**src/rtl/vc_flit_fifo.sv**
```systemverilog
// Multi-VC flit FIFO: NUM_VC independent queues sharing one storage array addressed {vc, ptr}.
// Define VC_FLIT_FIFO_ERR_EN to enable sticky overflow/underflow flags; otherwise they are tied low.
module vc_flit_fifo #(
  parameter int DATA_WIDTH = 32,
  parameter int ADDR_WIDTH = 4,
  parameter int NUM_VC     = 2,
  parameter int VC_WIDTH   = 1,
  parameter int AF_MARGIN  = 2
) (
  input  logic                               clk,
  input  logic                               rst_n,
  input  logic                               wr_en,
  input  logic [VC_WIDTH-1:0]                wr_vc,
  input  logic [DATA_WIDTH-1:0]              din,
  input  logic                               rd_en,
  input  logic [VC_WIDTH-1:0]                rd_vc,
  output logic [DATA_WIDTH-1:0]              dout,
  output logic                               dout_valid,
  output logic [VC_WIDTH-1:0]                dout_vc,
  output logic [NUM_VC-1:0]                  empty,
  output logic [NUM_VC-1:0]                  full,
  output logic [NUM_VC-1:0]                  almost_full,
  output logic [NUM_VC*(ADDR_WIDTH+1)-1:0]   count,
  output logic                               ovf_err,
  output logic                               udf_err
);
  localparam int DEPTH  = 2**ADDR_WIDTH;
  localparam int CNT_W  = ADDR_WIDTH + 1;
  localparam int MEM_AW = VC_WIDTH + ADDR_WIDTH;
  localparam logic [CNT_W-1:0] DEPTH_C     = CNT_W'(DEPTH);
  localparam logic [31:0]      AF_MARGIN_C = 32'(AF_MARGIN);

  logic [DATA_WIDTH-1:0] mem [NUM_VC*DEPTH];

  logic [ADDR_WIDTH-1:0] wr_ptr_q [NUM_VC];
  logic [ADDR_WIDTH-1:0] wr_ptr_d [NUM_VC];
  logic [ADDR_WIDTH-1:0] rd_ptr_q [NUM_VC];
  logic [ADDR_WIDTH-1:0] rd_ptr_d [NUM_VC];
  logic [CNT_W-1:0]      count_q  [NUM_VC];
  logic [CNT_W-1:0]      count_d  [NUM_VC];

  logic [NUM_VC-1:0]     wr_hit;
  logic [NUM_VC-1:0]     rd_hit;
  logic                  wr_acc;
  logic                  rd_acc;
  logic [ADDR_WIDTH-1:0] wr_ptr_sel;
  logic [ADDR_WIDTH-1:0] rd_ptr_sel;
  logic [MEM_AW-1:0]     wr_addr;
  logic [MEM_AW-1:0]     rd_addr;

  logic [DATA_WIDTH-1:0] dout_q;
  logic                  dout_valid_q;
  logic                  dout_valid_d;
  logic [VC_WIDTH-1:0]   dout_vc_q;
  logic [VC_WIDTH-1:0]   dout_vc_d;

  // An out-of-range VC matches no lane, so it is rejected without extra checks.
  for (genvar gi = 0; gi < NUM_VC; gi++) begin : g_vc
    logic [CNT_W-1:0] free_entries;
    assign rd_hit[gi] = rd_en && (rd_vc == VC_WIDTH'(gi)) && (count_q[gi] != '0);
    assign wr_hit[gi] = wr_en && (wr_vc == VC_WIDTH'(gi)) &&
                        ((count_q[gi] != DEPTH_C) || rd_hit[gi]);
    assign free_entries    = DEPTH_C - count_q[gi];
    assign empty[gi]       = (count_q[gi] == '0);
    assign full[gi]        = (count_q[gi] == DEPTH_C);
    assign almost_full[gi] = (32'(free_entries) <= AF_MARGIN_C);
    assign count[gi*CNT_W +: CNT_W] = count_q[gi];
  end

  assign wr_acc = |wr_hit;
  assign rd_acc = |rd_hit;

  always_comb begin
    wr_ptr_sel = '0;
    rd_ptr_sel = '0;
    for (int i = 0; i < NUM_VC; i++) begin
      if (wr_vc == VC_WIDTH'(i)) wr_ptr_sel = wr_ptr_q[i];
      if (rd_vc == VC_WIDTH'(i)) rd_ptr_sel = rd_ptr_q[i];
    end
  end

  assign wr_addr = {wr_vc, wr_ptr_sel};
  assign rd_addr = {rd_vc, rd_ptr_sel};

  // Pointers wrap naturally at DEPTH; a simultaneous read and write leaves count unchanged.
  always_comb begin
    for (int i = 0; i < NUM_VC; i++) begin
      wr_ptr_d[i] = wr_ptr_q[i] + ADDR_WIDTH'(wr_hit[i]);
      rd_ptr_d[i] = rd_ptr_q[i] + ADDR_WIDTH'(rd_hit[i]);
      count_d[i]  = count_q[i] + CNT_W'(wr_hit[i]) - CNT_W'(rd_hit[i]);
    end
  end

  always_comb begin
    dout_valid_d = rd_acc;
    dout_vc_d    = rd_acc ? rd_vc : dout_vc_q;
  end

  always_ff @(posedge clk) begin
    if (!rst_n) begin
      for (int i = 0; i < NUM_VC; i++) begin
        wr_ptr_q[i] <= '0;
        rd_ptr_q[i] <= '0;
        count_q[i]  <= '0;
      end
      dout_q       <= '0;
      dout_valid_q <= 1'b0;
      dout_vc_q    <= '0;
    end else begin
      for (int i = 0; i < NUM_VC; i++) begin
        wr_ptr_q[i] <= wr_ptr_d[i];
        rd_ptr_q[i] <= rd_ptr_d[i];
        count_q[i]  <= count_d[i];
      end
      dout_valid_q <= dout_valid_d;
      dout_vc_q    <= dout_vc_d;
      if (rd_acc) dout_q <= mem[rd_addr];
    end
  end

  // Storage is not reset; read-before-write when a full VC is read and written together.
  always_ff @(posedge clk) begin
    if (rst_n && wr_acc) mem[wr_addr] <= din;
  end

  assign dout       = dout_q;
  assign dout_valid = dout_valid_q;
  assign dout_vc    = dout_vc_q;

`ifdef VC_FLIT_FIFO_ERR_EN
  logic ovf_q;
  logic ovf_d;
  logic udf_q;
  logic udf_d;

  always_comb begin
    ovf_d = ovf_q | (wr_en & ~wr_acc);
    udf_d = udf_q | (rd_en & ~rd_acc);
  end

  always_ff @(posedge clk) begin
    if (!rst_n) begin
      ovf_q <= 1'b0;
      udf_q <= 1'b0;
    end else begin
      ovf_q <= ovf_d;
      udf_q <= udf_d;
    end
  end

  assign ovf_err = ovf_q;
  assign udf_err = udf_q;
`else
  assign ovf_err = 1'b0;
  assign udf_err = 1'b0;
`endif

endmodule

```
**config.mk**
```make
export PLATFORM = sky130hd
export DESIGN_NAME = vc_flit_fifo
export DESIGN_NICKNAME = d
export VERILOG_FILES = /design/src/rtl/vc_flit_fifo.sv
export SDC_FILE = /design/constraint.sdc
export NUM_CORES = 1
export LEC_CHECK = 0
export BUFFER_PORTS_ARGS = -buffer_cell sky130_fd_sc_hd__clkbuf_2
export CORE_ASPECT_RATIO = 0.9
export CORE_MARGIN = 3
export CORE_UTILIZATION = 63
export CTS_CLUSTER_SIZE = 12
export DETAILED_ROUTE_END_ITERATION = 8
export PLACE_DENSITY = 0.77
export SLEW_MARGIN = 20
export SYNTH_ARGS = -nofsm -noshare
export SYNTH_HDL_FRONTEND = slang
export SYNTH_SLANG_ARGS = --single-unit
```
**constraint.sdc**
```tcl
create_clock -name clk -period 5.2 [get_ports clk]
set_input_delay 0.52 -clock clk [delete_from_list [all_inputs] [get_ports clk]]
set_output_delay 0.52 -clock clk [all_outputs]
set_load 0.02 [all_outputs]
```
==> metrics.yaml <==
synth_cell_types: 48
globalplace.congestion: 0.834
critPathMaxFanout: 20
htreeDepth: 3
setup_violations: 0
worst_pin_slew_ns: 1.16
cts_buffer_depth: 3
hold_viol_final: 0
rsz0062_at_grt: "false"
num_io_pins: 90
gr-total-overflow: 0
asyncSetResetFlopFracSynth_pct: 0
max-cap-violations: 0
vias: 35600
synth_cells: 4034
syn_area_mm2: 0.0501
cts_root_buffer: "clkbuf_16"
ir_drop_mv: 0.318
clk_pin_slew_ns: 0.06
antenna_left: 0
p_leak_nw: 18.3
cts_tree: "done"
fillers: 5220
core_area_mm2: 0.0783
drv_slew: 0
die_w_um: 303
post-route-util_pct: 70.3
fin_crit_sh_pct: 79.7
insertion_delay_ns: 0.70
initial_core_util_pct: 64.0
grt_antenna_before_repair: 3
drc_errors: 0
slew_headroom_pct: 23.0
r2r_slack_ns: 1.06
multi_input_comb_area_mm2: 0.0170
path_class: "reg2reg"
yosysWarnings: 0
diodes: 0
synth_edf_count: 1024
hold_buffers: 0
cp.required_ns: 5.57
grt_pass1_wl_mm: 218
postCtsSetupBuffers: 0
regArea_mm2: 0.0320
synth_seq_cells: 1084
grt_start_max_net_pins: 223
area_growth_pct: 9.93
finClkSkew_ns: 0.0241
track_usage_pct: 35.2
whs_endpoint: "dout_vc"
r2r_cells: 11
drt-wirelength-per-cell_um: 28.3
status: "finished, final reports clean"
die_y_um: 274
crit_path_end_kind: "flop"
cts_made_buffers: 108
min_path_cells: 5
p_total_mw: 20.9
hold_start: "rd_en"
grt_pass1_vias: 35000
rr_endpoint: "mem[7][10]"
ys_seq_area_share_pct: 63.8
num-nets-final: 4083
via_per_inst: 6.91
hpwl_mm: 81.8
syn_area_per_cell_um2: 12.4
synthFlopType: "edfxtp_1"
min_path_type: "in2reg"
rows: 97
reg2reg_from: "count_q[0][1]"
drtIter0Drc: 4978
die_area_mm2: 0.0829
clock-sinks: 1084
startpoint_type: "flop"
crit_arrival_ns: 4.52
portBuffers: 87
p_per_area_mw_per_mm2: 380
tns_ns: 0
min_period_ns: 4.14
fmax_mhz: 241
cts_resized: 0
firstDrtPassIters: 6
routed_wl_mm: 146
drive_above_1_share_pct: 8.98
## critical path, stage by stage (launching register included)
cell     delay, ns
dfxtp_1       0.38
inv_1         0.13
ha_1          0.24
and2_1        0.19
ha_1          0.19
nor2_1        0.15
nand2_1       0.23
a21oi_1       0.41
o21a_1        0.25
nand2_1       0.47
nor2_4        0.80
buf_4         0.36
## layout by cell type (no fill, tap or decap), drive strengths merged, types with 2 or more instances in the layout
| master | netlist | final |
|---|---|---|
| edfxtp | 1024 | 1024 |
| nand2b | 772 | 772 |
| a22oi | 384 | 384 |
| nor2b | 261 | 261 |
| clkbuf | 149 | 261 |
| o22ai | 256 | 256 |
| a21oi | 199 | 199 |
| nand2 | 175 | 175 |
| nor3 | 130 | 130 |
| buf | 156 | 90 |
| o21ai | 71 | 71 |
| o31ai | 65 | 65 |
| o221ai | 64 | 64 |
| a221o | 64 | 64 |
| dfxtp | 60 | 60 |
| nor2 | 43 | 43 |
| nand3 | 39 | 39 |
| ha | 26 | 26 |
| and2 | 26 | 26 |
| inv | 18 | 22 |
| clkinv | 0 | 21 |
| xnor2 | 14 | 14 |
| or3 | 5 | 5 |
| and3 | 5 | 5 |
| xor2 | 4 | 4 |
| nand3b | 3 | 3 |
| a21boi | 3 | 3 |
| or3b | 2 | 2 |
| a32oi | 2 | 2 |
| fa | 2 | 2 |
| conb | 1 | 2 |
| or2 | 2 | 2 |
| nor3b | 2 | 2 |
## per-layer routing
layer  vias to the layer above  part of all wire, %  GRT usage [%]
li1                      15300                    -              -
met3                       392                   11           6.29
met5                         -               0.0082              0
met1                     17600                   38           48.5
met2                      2353                   46           54.4
met4                         2                  5.4           17.9
## report_power, final
part	internal [mW]	switching, mW
Combinational	1.40	2.35
Clock	4.09	3.29
Sequential	9.65	0.141
## through the flow
step	worst slack (ns)	std cells	hold slack, ns	cell area [um^2]
2_1_floorplan	1.15	4035	0.544	50100
3_3_place_gp	1.20	4945	0.469	51800
3_5_place_dp	1.11	4946	0.475	51800
4_1_cts	1.08	5146	0.292	55100
5_1_grt	0.821	5146	0.374	55100
6_report	1.06	5146	0.309	55100
## kinds of logic after synthesis
logic type | count (synthesis) | synth area share (%)
xor gates and xnor gates | 18 | 0.315
AOI/OAI and AO/OA | 1113 | 15.2
adders and majority gates | 28 | 0.729
muxes | 1 | 0.0300
DFF | 1084 | 63.8
other | 1 | 0.00749
and+or+nand+nor | 1466 | 16.9
buffers and inverters | 323 | 3.03
## area by class of cell
type	instances	area share, %
Timing Repair Buffer	177	2.69
Tap cell	1039	2.36
Sequential cell	1084	58.0
Multi-Input combinational cell	2628	30.8
Inverter	18	0.123
Clock inverter	26	0.395
Clock buffer	174	5.58
## synthesized netlist by cell type, types with 2 or more instances
cell type | n | area, um^2
inv_1 | 18 | 67.6
fa_1 | 2 | 40.0
a21boi_0 | 3 | 22.5
nor2_1 | 41 | 154
or3_1 | 5 | 31.3
buf_6 | 7 | 78.8
o21ai_1 | 57 | 285
a221o_1 | 64 | 641
edfxtp_1 | 1024 | 30700
nand2b_1 | 772 | 4830
nand3_1 | 39 | 195
buf_4 | 29 | 218
xnor2_1 | 14 | 123
buf_2 | 116 | 581
clkbuf_1 | 149 | 559
o22ai_1 | 256 | 1600
a21oi_1 | 199 | 996
nand3b_1 | 3 | 22.5
and3_1 | 5 | 31.3
dfxtp_1 | 60 | 1200
o31ai_1 | 65 | 488
and2_1 | 25 | 156
nor2b_1 | 261 | 1630
o221ai_1 | 64 | 561
nand2_1 | 175 | 657
o21ai_0 | 14 | 70.1
a32oi_2 | 2 | 32.5
xor2_1 | 4 | 35.0
buf_1 | 4 | 15.0
a22oi_1 | 384 | 2880
ha_1 | 26 | 325
or3b_2 | 2 | 17.5
nor3_1 | 130 | 651
## registers in the layout (all words and copies together) (netlist names)
signal and flops:
mem 1024, dout 32, count_q 10, rd_ptr_q 8, wr_ptr_q 8, dout_valid 1
dout_vc 1
## how the worst max path moves through the flow
| stage | from | end | slack [ns] | cells past startpoint |
|---|---|---|---|---|
| floorplan | count_q[0][6] | mem[28][0] | 1.15 | 10 |
| global placement | count_q[0][1] | mem[23][13] | 1.20 | 11 |
| detailed placement | count_q[0][1] | mem[23][13] | 1.11 | 11 |
| CTS | count_q[0][1] | mem[23][13] | 1.08 | 11 |
| global route | count_q[0][1] | mem[23][13] | 0.82 | 11 |
| finish | count_q[0][1] | mem[7][10] | 1.06 | 11 |
No activity file was read; power rests on OpenSTA's default activity.
